**config.mk**
```make
export PLATFORM = sky130hd
export DESIGN_NAME = occupancy_scheduler
export DESIGN_NICKNAME = d
export VERILOG_FILES = /design/src/rtl/occupancy_scheduler.sv
export SDC_FILE = /design/constraint.sdc
export NUM_CORES = 1
export LEC_CHECK = 0
export CORE_ASPECT_RATIO = 1.4
export CORE_UTILIZATION = 64
export CTS_BUF_LIST = sky130_fd_sc_hd__clkbuf_8
export CTS_CLUSTER_DIAMETER = 60
export DETAILED_ROUTE_END_ITERATION = 8
export GPL_ROUTABILITY_DRIVEN = 0
export GPL_TIMING_DRIVEN = 0
export HOLD_SLACK_MARGIN = 0.03
export PLACE_DENSITY = 0.82
export SYNTH_ARGS = -nofsm -noshare
export SYNTH_HDL_FRONTEND = slang
export SYNTH_SLANG_ARGS = --single-unit
```
**constraint.sdc**
```tcl
create_clock -name clk -period 10.2 [get_ports clk]
set_input_delay 2.04 -clock clk [delete_from_list [all_inputs] [get_ports clk]]
set_output_delay 2.04 -clock clk [all_outputs]
set_load 0.01 [all_outputs]
```
**src/rtl/occupancy_scheduler.sv**
```systemverilog
// Occupancy scheduler: synchronises, debounces and holds N motion zones, then
// time-slices one shared resource among active zones. Define SCHED_STATS_EN to build the grant counter.
module occupancy_scheduler #(
    parameter int N_ZONES      = 4,
    parameter int CLK_FREQ     = 50_000_000,
    parameter int HOLD_SEC     = 120,
    parameter int DEBOUNCE_CYC = 1000,
    parameter int SLOT_CYC     = 5_000_000
) (
    input  logic                       clk,
    input  logic                       reset,
    input  logic [N_ZONES-1:0]         motion,
    input  logic                       resource_ready,
    output logic                       grant_valid,
    output logic [$clog2(N_ZONES)-1:0] grant_id,
    output logic [N_ZONES-1:0]         grant,
    output logic [N_ZONES-1:0]         zone_active,
    output logic                       active_any,
    output logic [15:0]                grant_count
);

    localparam int ID_W = $clog2(N_ZONES);
    localparam int DW   = $clog2(DEBOUNCE_CYC);
    localparam int SW   = $clog2(SLOT_CYC);
    localparam logic [63:0] HOLD_CYC = 64'(CLK_FREQ) * 64'(HOLD_SEC);
    localparam int TW   = $clog2(HOLD_CYC + 64'd1);

    localparam logic [DW-1:0]      DEB_LAST  = DW'(DEBOUNCE_CYC - 1);
    localparam logic [SW-1:0]      SLOT_LAST = SW'(SLOT_CYC - 1);
    localparam logic [TW-1:0]      HOLD_LOAD = TW'(HOLD_CYC);
    localparam logic [N_ZONES-1:0] ONE_HOT0  = {{(N_ZONES-1){1'b0}}, 1'b1};
    localparam logic [ID_W-1:0]    LAST_ID   = ID_W'(N_ZONES - 1);

    typedef enum logic [1:0] {
        IDLE    = 2'd0,
        REQ     = 2'd1,
        SERVE   = 2'd2,
        RELEASE = 2'd3
    } state_t;

    logic [N_ZONES-1:0] sync1_r;
    logic [N_ZONES-1:0] sync2_r;
    logic [N_ZONES-1:0] deb_r;
    logic [DW-1:0]      deb_cnt_r [N_ZONES];
    logic [TW-1:0]      hold_r [N_ZONES];
    logic [TW-1:0]      hold_nxt_s [N_ZONES];
    logic [N_ZONES-1:0] zone_active_r;
    logic [N_ZONES-1:0] active_nxt_s;
    logic               active_any_r;

    state_t             state_r;
    logic [ID_W-1:0]    cur_id_r;
    logic [ID_W-1:0]    rr_ptr_r;
    logic [SW-1:0]      slot_cnt_r;
    logic               grant_valid_r;
    logic [ID_W-1:0]    grant_id_r;
    logic [N_ZONES-1:0] grant_r;

    logic               pick_found_s;
    logic [ID_W-1:0]    pick_id_s;
    int                 pick_idx_s;
    logic [ID_W-1:0]    next_ptr_s;

    // Two-flop synchroniser for the raw sensor levels
    always_ff @(posedge clk or posedge reset) begin
        if (reset) begin
            sync1_r <= {N_ZONES{1'b0}};
            sync2_r <= {N_ZONES{1'b0}};
        end else begin
            sync1_r <= motion;
            sync2_r <= sync1_r;
        end
    end

    // Debounce: deb flips only after DEBOUNCE_CYC consecutive differing cycles
    always_ff @(posedge clk or posedge reset) begin
        if (reset) begin
            deb_r <= {N_ZONES{1'b0}};
            for (int i = 0; i < N_ZONES; i++) begin
                deb_cnt_r[i] <= {DW{1'b0}};
            end
        end else begin
            for (int i = 0; i < N_ZONES; i++) begin
                if (sync2_r[i] != deb_r[i]) begin
                    if (deb_cnt_r[i] == DEB_LAST) begin
                        deb_r[i]     <= ~deb_r[i];
                        deb_cnt_r[i] <= {DW{1'b0}};
                    end else begin
                        deb_cnt_r[i] <= deb_cnt_r[i] + DW'(1);
                    end
                end else begin
                    deb_cnt_r[i] <= {DW{1'b0}};
                end
            end
        end
    end

    // Hold timer next state: reload while motion, count down to release
    always_comb begin
        for (int i = 0; i < N_ZONES; i++) begin
            hold_nxt_s[i]   = hold_r[i];
            active_nxt_s[i] = zone_active_r[i];
            if (deb_r[i]) begin
                hold_nxt_s[i]   = HOLD_LOAD;
                active_nxt_s[i] = 1'b1;
            end else if (zone_active_r[i]) begin
                if (hold_r[i] == {TW{1'b0}}) begin
                    active_nxt_s[i] = 1'b0;
                end else begin
                    hold_nxt_s[i] = hold_r[i] - TW'(1);
                end
            end else begin
                hold_nxt_s[i] = hold_r[i];
            end
        end
    end

    // Hold timer and occupancy registers; active_any tracks the same edge
    always_ff @(posedge clk or posedge reset) begin
        if (reset) begin
            zone_active_r <= {N_ZONES{1'b0}};
            active_any_r  <= 1'b0;
            for (int i = 0; i < N_ZONES; i++) begin
                hold_r[i] <= {TW{1'b0}};
            end
        end else begin
            zone_active_r <= active_nxt_s;
            active_any_r  <= |active_nxt_s;
            for (int i = 0; i < N_ZONES; i++) begin
                hold_r[i] <= hold_nxt_s[i];
            end
        end
    end

    // Round-robin pick: first active zone at or after rr_ptr, wrapping
    always_comb begin
        pick_found_s = 1'b0;
        pick_id_s    = {ID_W{1'b0}};
        pick_idx_s   = 0;
        for (int k = 0; k < N_ZONES; k++) begin
            pick_idx_s = int'(rr_ptr_r) + k;
            if (pick_idx_s >= N_ZONES) begin
                pick_idx_s = pick_idx_s - N_ZONES;
            end else begin
                pick_idx_s = pick_idx_s + 0;
            end
            if (!pick_found_s && zone_active_r[pick_idx_s]) begin
                pick_found_s = 1'b1;
                pick_id_s    = ID_W'(pick_idx_s);
            end else begin
                pick_found_s = pick_found_s;
            end
        end
    end

    // Successor of the zone being served, for the next round-robin start
    always_comb begin
        if (cur_id_r == LAST_ID) begin
            next_ptr_s = {ID_W{1'b0}};
        end else begin
            next_ptr_s = cur_id_r + ID_W'(1);
        end
    end

    // Arbiter FSM with registered handshake outputs
    always_ff @(posedge clk or posedge reset) begin
        if (reset) begin
            state_r       <= IDLE;
            cur_id_r      <= {ID_W{1'b0}};
            rr_ptr_r      <= {ID_W{1'b0}};
            slot_cnt_r    <= {SW{1'b0}};
            grant_valid_r <= 1'b0;
            grant_id_r    <= {ID_W{1'b0}};
            grant_r       <= {N_ZONES{1'b0}};
        end else begin
            case (state_r)
                IDLE: begin
                    if (pick_found_s) begin
                        cur_id_r      <= pick_id_s;
                        grant_id_r    <= pick_id_s;
                        grant_valid_r <= 1'b1;
                        state_r       <= REQ;
                    end
                end
                REQ: begin
                    if (!zone_active_r[cur_id_r]) begin
                        grant_valid_r <= 1'b0;
                        state_r       <= IDLE;
                    end else if (resource_ready) begin
                        slot_cnt_r <= {SW{1'b0}};
                        grant_r    <= ONE_HOT0 << cur_id_r;
                        state_r    <= SERVE;
                    end
                end
                SERVE: begin
                    if (!zone_active_r[cur_id_r] || slot_cnt_r == SLOT_LAST) begin
                        grant_r       <= {N_ZONES{1'b0}};
                        grant_valid_r <= 1'b0;
                        rr_ptr_r      <= next_ptr_s;
                        state_r       <= RELEASE;
                    end else begin
                        slot_cnt_r <= slot_cnt_r + SW'(1);
                    end
                end
                RELEASE: begin
                    state_r <= IDLE;
                end
                default: begin
                    grant_r       <= {N_ZONES{1'b0}};
                    grant_valid_r <= 1'b0;
                    state_r       <= IDLE;
                end
            endcase
        end
    end

`ifdef SCHED_STATS_EN
    logic [15:0] grant_count_r;

    // Saturating count of REQ->SERVE handshakes
    always_ff @(posedge clk or posedge reset) begin
        if (reset) begin
            grant_count_r <= 16'h0000;
        end else if (state_r == REQ && zone_active_r[cur_id_r] && resource_ready
                     && grant_count_r != 16'hFFFF) begin
            grant_count_r <= grant_count_r + 16'h0001;
        end
    end

    assign grant_count = grant_count_r;
`else
    assign grant_count = 16'h0000;
`endif

    assign grant_valid = grant_valid_r;
    assign grant_id    = grant_id_r;
    assign grant       = grant_r;
    assign zone_active = zone_active_r;
    assign active_any  = active_any_r;

endmodule

```
### After elaboration in Yosys (flattened, before gate mapping)

Cells that the tools add are included.

* add/sub/neg operators: 17
* $lt $le $gt $ge: 9
* eq/ne operators: 24
* shift-type cells: 1
* muxes and demuxes: 76
* bitwise operators: 4
* reductions and logical operators: 34

Operator list (number)
* $mux 33: 12
* $logic_not 33->1: 4
* $sub 33x1->33 const B: 4
* $lt 32x4->1 const B: 4
* $mux 32: 4
* $mux 10: 8
* $mux 23: 3
* $pmux 23 s2: 1
* $add 10x1->10 const B: 4
* $eq 10x10->1 const B: 4
* $mux 1: 28
* $add 23x1->23 const B: 1
* $eq 23x23->1 const B: 1
* $ne 2x2->1 const B: 10
* $reduce_and 2->1: 10
* $mux 2: 9
* $mux 4: 3
* $reduce_and 4->1: 3
* $sub 3x3->4 const B: 3
* $bmux 1 s2: 5
* $reduce_bool 2->1: 5
* $ge 3x3->1 const B: 3
* $pmux 2 s4: 1
* $pmux 4 s2: 1
* 20 further kinds: 34

* flip-flop bits (word level): 223
* input bits: 7
* output and inout port bits: 28
* logic and storage cells: 187

### Longest topological paths before layout

* depth after elaboration: 17
* mapped depth: 10

### Worst setup path after synthesis

No wires, ideal clock.

* path type: input to register
* start: in resource_ready
* end: reg slot_cnt_r[22]
* data arrival time: 3.194 ns
* data required time: 10.081 ns
* setup slack: 6.887 ns
* cell stages on the path: 7
* buffers on the path: 2
* cell sequence: mux2i_1 > nor2b_1 > o21ai_1 > clkbuf_1 > clkbuf_1 > nor4_1 > o21a_1

* cells in the longest elaborated chain, start to end: 2

RTL lines
* start: declaration: line 13 `input logic resource_ready,`
* $ne 2x2->1 (no line)
* $reduce_and 4->1 (no line)
* end signal: assignment: line 171 `slot_cnt_r <= {SW{1'b0}};`
* end signal: assignment: line 190 `slot_cnt_r <= {SW{1'b0}};`
* end signal: assignment: line 202 `slot_cnt_r <= slot_cnt_r + SW'(1);`
* end: declaration: line 54 `logic [SW-1:0] slot_cnt_r;`

Every way passes these cells.
A chain may end at the register's enable or synchronous reset.

### Worst setup path after layout

Ends and elaborated chain as after synthesis.

==> results.yml <==
clocking:
  cts_sinks: 223
  cts_tree: "built"
  post_cts_buffers: 0
  cts-htree-levels: 2
  ctsRootBufferMaster: "clkbuf_8"
  clockBufferDepth: 3
  postCtsHoldBufs: 0
  clk_pin_slew_ns: 0.06
  ctsResizeCount: 0
  worstSkewPairLatency_ns: 0.53
  cts_buffers: 36
critical_path:
  cp_common_cell: "clkbuf_1"
  crit_family: "buffers and inverters"
  worst-path-max-fanout: 10
  rr_worst_depth: 10
  crit_path_top_delay_cell: "clkdlybuf4s50_1"
  crit_path_end_kind: "flop"
  max_stage_delay_ns: 0.50
  worstPathCellList: "clkdlybuf4s50_1, mux2i_1, nor2b_1, o21ai_1, clkbuf_1, clkbuf_1, nor4_1, o21a_1"
  r2r_slack_ns: 6.90
  crit_buf_inv: 3
  required_ns: 10.61
  worstSetupPathType: "in2reg"
  critPathLaunchType: "input port"
  cp_data_arrival_time_ns: 4.30
  cp.depth: 8
cells_and_area:
  nets: 1348
  drive_above_1_share: 0.102
  fillers: 1355
  final_area_sq_um: 13300
  instances_no_fill: 1590
  diodes: 0
  final_cell_mix: "dfrtp_1, nor2_1, nand2_1, a21oi_1, or4_1"
  layout_commonest_cell: "dfrtp_1"
  syn_to_final_growth_pct: 11.0
pwr:
  seqPwrFrac: 0.519
  clockPowerShare: 0.459
  p_leak_uw: 0.00616
  p_per_area_nw_per_um2: 129
  combPwrFrac: 0.022
  swShare: 0.225
  intPower_uw: 1330
  p_switching_uw: 387
  vdd_drop_max_v: 0.000109
timing:
  rsz0062_at_grt: "false"
  period_needed_ns: 3.88
  fin_ws_ns: 6.32
  min_period_over_period: 0.381
  hold_viol_final: 0
  clock.fmax_ghz: 0.257
  whs_ns: 0.347
  maxSlewHeadroom: 0.290
  setup-violations-final: 0
  fin_setup_tns_ns: 0
  drv_slew: 0
  finClkSkew_ns: 0.0190
  tightest_slew_ns: 1.06
route:
  firstDrtPassIters: 5
  drtIter0Drc: 775
  post_drt_via_cell_ratio: 6.19
  drc: 0
  vias: 9849
  drt_wl_total_mm: 25.7
  wl_per_cell_um: 16.1
  ant_nets: 0
placement:
  place_area_sq_um: 12600
  io_buffers: 18
  dp_cells: 1525
  dp_slack_ns: 5.84
  dpl.hpwl_mm: 17.3
yosys:
  synth_seq_cells: 223
  synth_edf_count: 0
  ys_types: 72
  ys.flop_type: "dfrtp_1"
  syn_area_sq_um: 12000
  syn_inst: 1251
  yosys_warnings: 0
  ys_seq_area_frac: 0.465
  synthArstFlopShare: 1.00
  syn_avg_cell_area_sq_um: 9.59
global_routing:
  gr-total-overflow: 0
  grt_pass1_vias: 9546
  grt_usage: 0.278
  grt_first_pass_wirelength_mm: 44.7
  grt_max_degree: 113
  antenna_found_initial: 0
min_path:
  holdPathStages: 0
  worstHoldPathType: "reg2reg"
floorplan:
  fp.coreArea_sq_um: 18100
  start_util: 0.661
  io_pins: 35
  dieHeight_um: 164
  rows: 58
  dieArea_sq_um: 19300
  fp.dieW_um: 118
run_status:
  outcome: "finished clean"
flow_run:
  maxCapViolCount: 0
-- layout make-up --
class                           count  area [sq um]  share of cell area
Tap cell                          240           300              0.0226
Inverter                           38           150              0.0113
Timing Repair Buffer               19           208              0.0156
Sequential cell                   223          5580               0.419
Buffer                             69           355              0.0267
Multi-Input combinational cell    936          5970               0.449
Clock inverter                     19           113             0.00846
Clock buffer                       46           633              0.0476
-- routing by layer --
metal	global-route usage	wire, um	vias up
met5	0	0	-
met2	0.480	12900	211
met3	0.0451	1030	67
met4	0.104	675	0
met1	0.352	11100	4818
li1	-	-	4753
-- power by group through the flow --
| stage | Sequential [uW] | Clock, uW | Combinational (uW) |
|---|---|---|---|
| global placement | 910 | 0 | 37.1 |
| floorplan | 909 | 0 | 28.4 |
| detailed placement | 910 | 0 | 39.3 |
| global route | 894 | 844 | 44.6 |
| CTS | 894 | 807 | 39.5 |
| finish | 894 | 790 | 38.0 |
-- final timing paths --
check | startpoint | end
min in group asynchronous | reset | hold_r[85]
worst min register to register | sync1_r[0] | sync2_r[0]
worst max-delay path | resource_ready | slot_cnt_r[22]
max in group asynchronous | reset | slot_cnt_r[11]
worst max register to register | state_r[0] | slot_cnt_r[22]
worst min-delay path | sync1_r[0] | sync2_r[0]
-- synth_stat cells (6+ instances only) --
| cell | number | share of area |
|---|---|---|
| dfrtp_1 | 223 | 0.47 |
| nor2_1 | 123 | 0.039 |
| nand2_1 | 77 | 0.024 |
| a21oi_1 | 66 | 0.028 |
| or4_1 | 58 | 0.036 |
| or3_1 | 53 | 0.028 |
| o21ai_0 | 46 | 0.019 |
| xnor2_1 | 44 | 0.032 |
| nand3_1 | 43 | 0.018 |
| clkbuf_1 | 39 | 0.012 |
| nor3_1 | 38 | 0.016 |
| inv_1 | 37 | 0.012 |
| nor4_1 | 37 | 0.019 |
| o31ai_1 | 33 | 0.021 |
| nor2b_1 | 26 | 0.014 |
| nand4_1 | 23 | 0.012 |
| xor2_1 | 23 | 0.017 |
| and3_1 | 18 | 0.0094 |
| ha_1 | 18 | 0.019 |
| buf_4 | 17 | 0.011 |
| mux2_2 | 12 | 0.011 |
| mux2i_1 | 12 | 0.010 |
| a31oi_1 | 11 | 0.0057 |
| nand2b_1 | 10 | 0.0052 |
| or2_2 | 10 | 0.0052 |
| and2_1 | 9 | 0.0047 |
| o211ai_1 | 9 | 0.0056 |
| a311oi_1 | 8 | 0.0058 |
| buf_2 | 7 | 0.0029 |
| o41ai_1 | 7 | 0.0051 |
| a31o_2 | 6 | 0.0044 |
| nor4b_1 | 6 | 0.0044 |
| o2111ai_1 | 6 | 0.0044 |
| o31a_1 | 6 | 0.0044 |
| or4_4 | 6 | 0.0056 |
-- cells by family after synthesis --
| kind of cell | Yosys count | synth area share |
|---|---|---|
| and+or+nand+nor | 575 | 0.269 |
| AOI/OAI and AO/OA | 234 | 0.132 |
| DFF | 223 | 0.465 |
| buffers and inverters | 107 | 0.0415 |
| xor gates and xnor gates | 67 | 0.0489 |
| muxes | 26 | 0.0241 |
| adders and majority gates | 18 | 0.0188 |
| other | 1 | 0.000313 |
-- sequential cells by signal, summed over array words and instances, names as in the netlist, named ones only --
register,flops
zone_active,4
hold_r,132
grant_valid,1
sync2_r,4
grant,4
slot_cnt_r,23
deb_r,4
rr_ptr_r,2
state_r,1
sync1_r,4
deb_cnt_r,40
grant_id,2
active_any,1
-- through the flow --
stage          power, uW  utilization
3_5_place_dp         949        0.692
2_1_floorplan        938            -
3_3_place_gp         947        0.691
4_1_cts             1740        0.734
5_1_grt             1780        0.734
6_report            1720        0.734
Power figures use the tool's default switching activity.
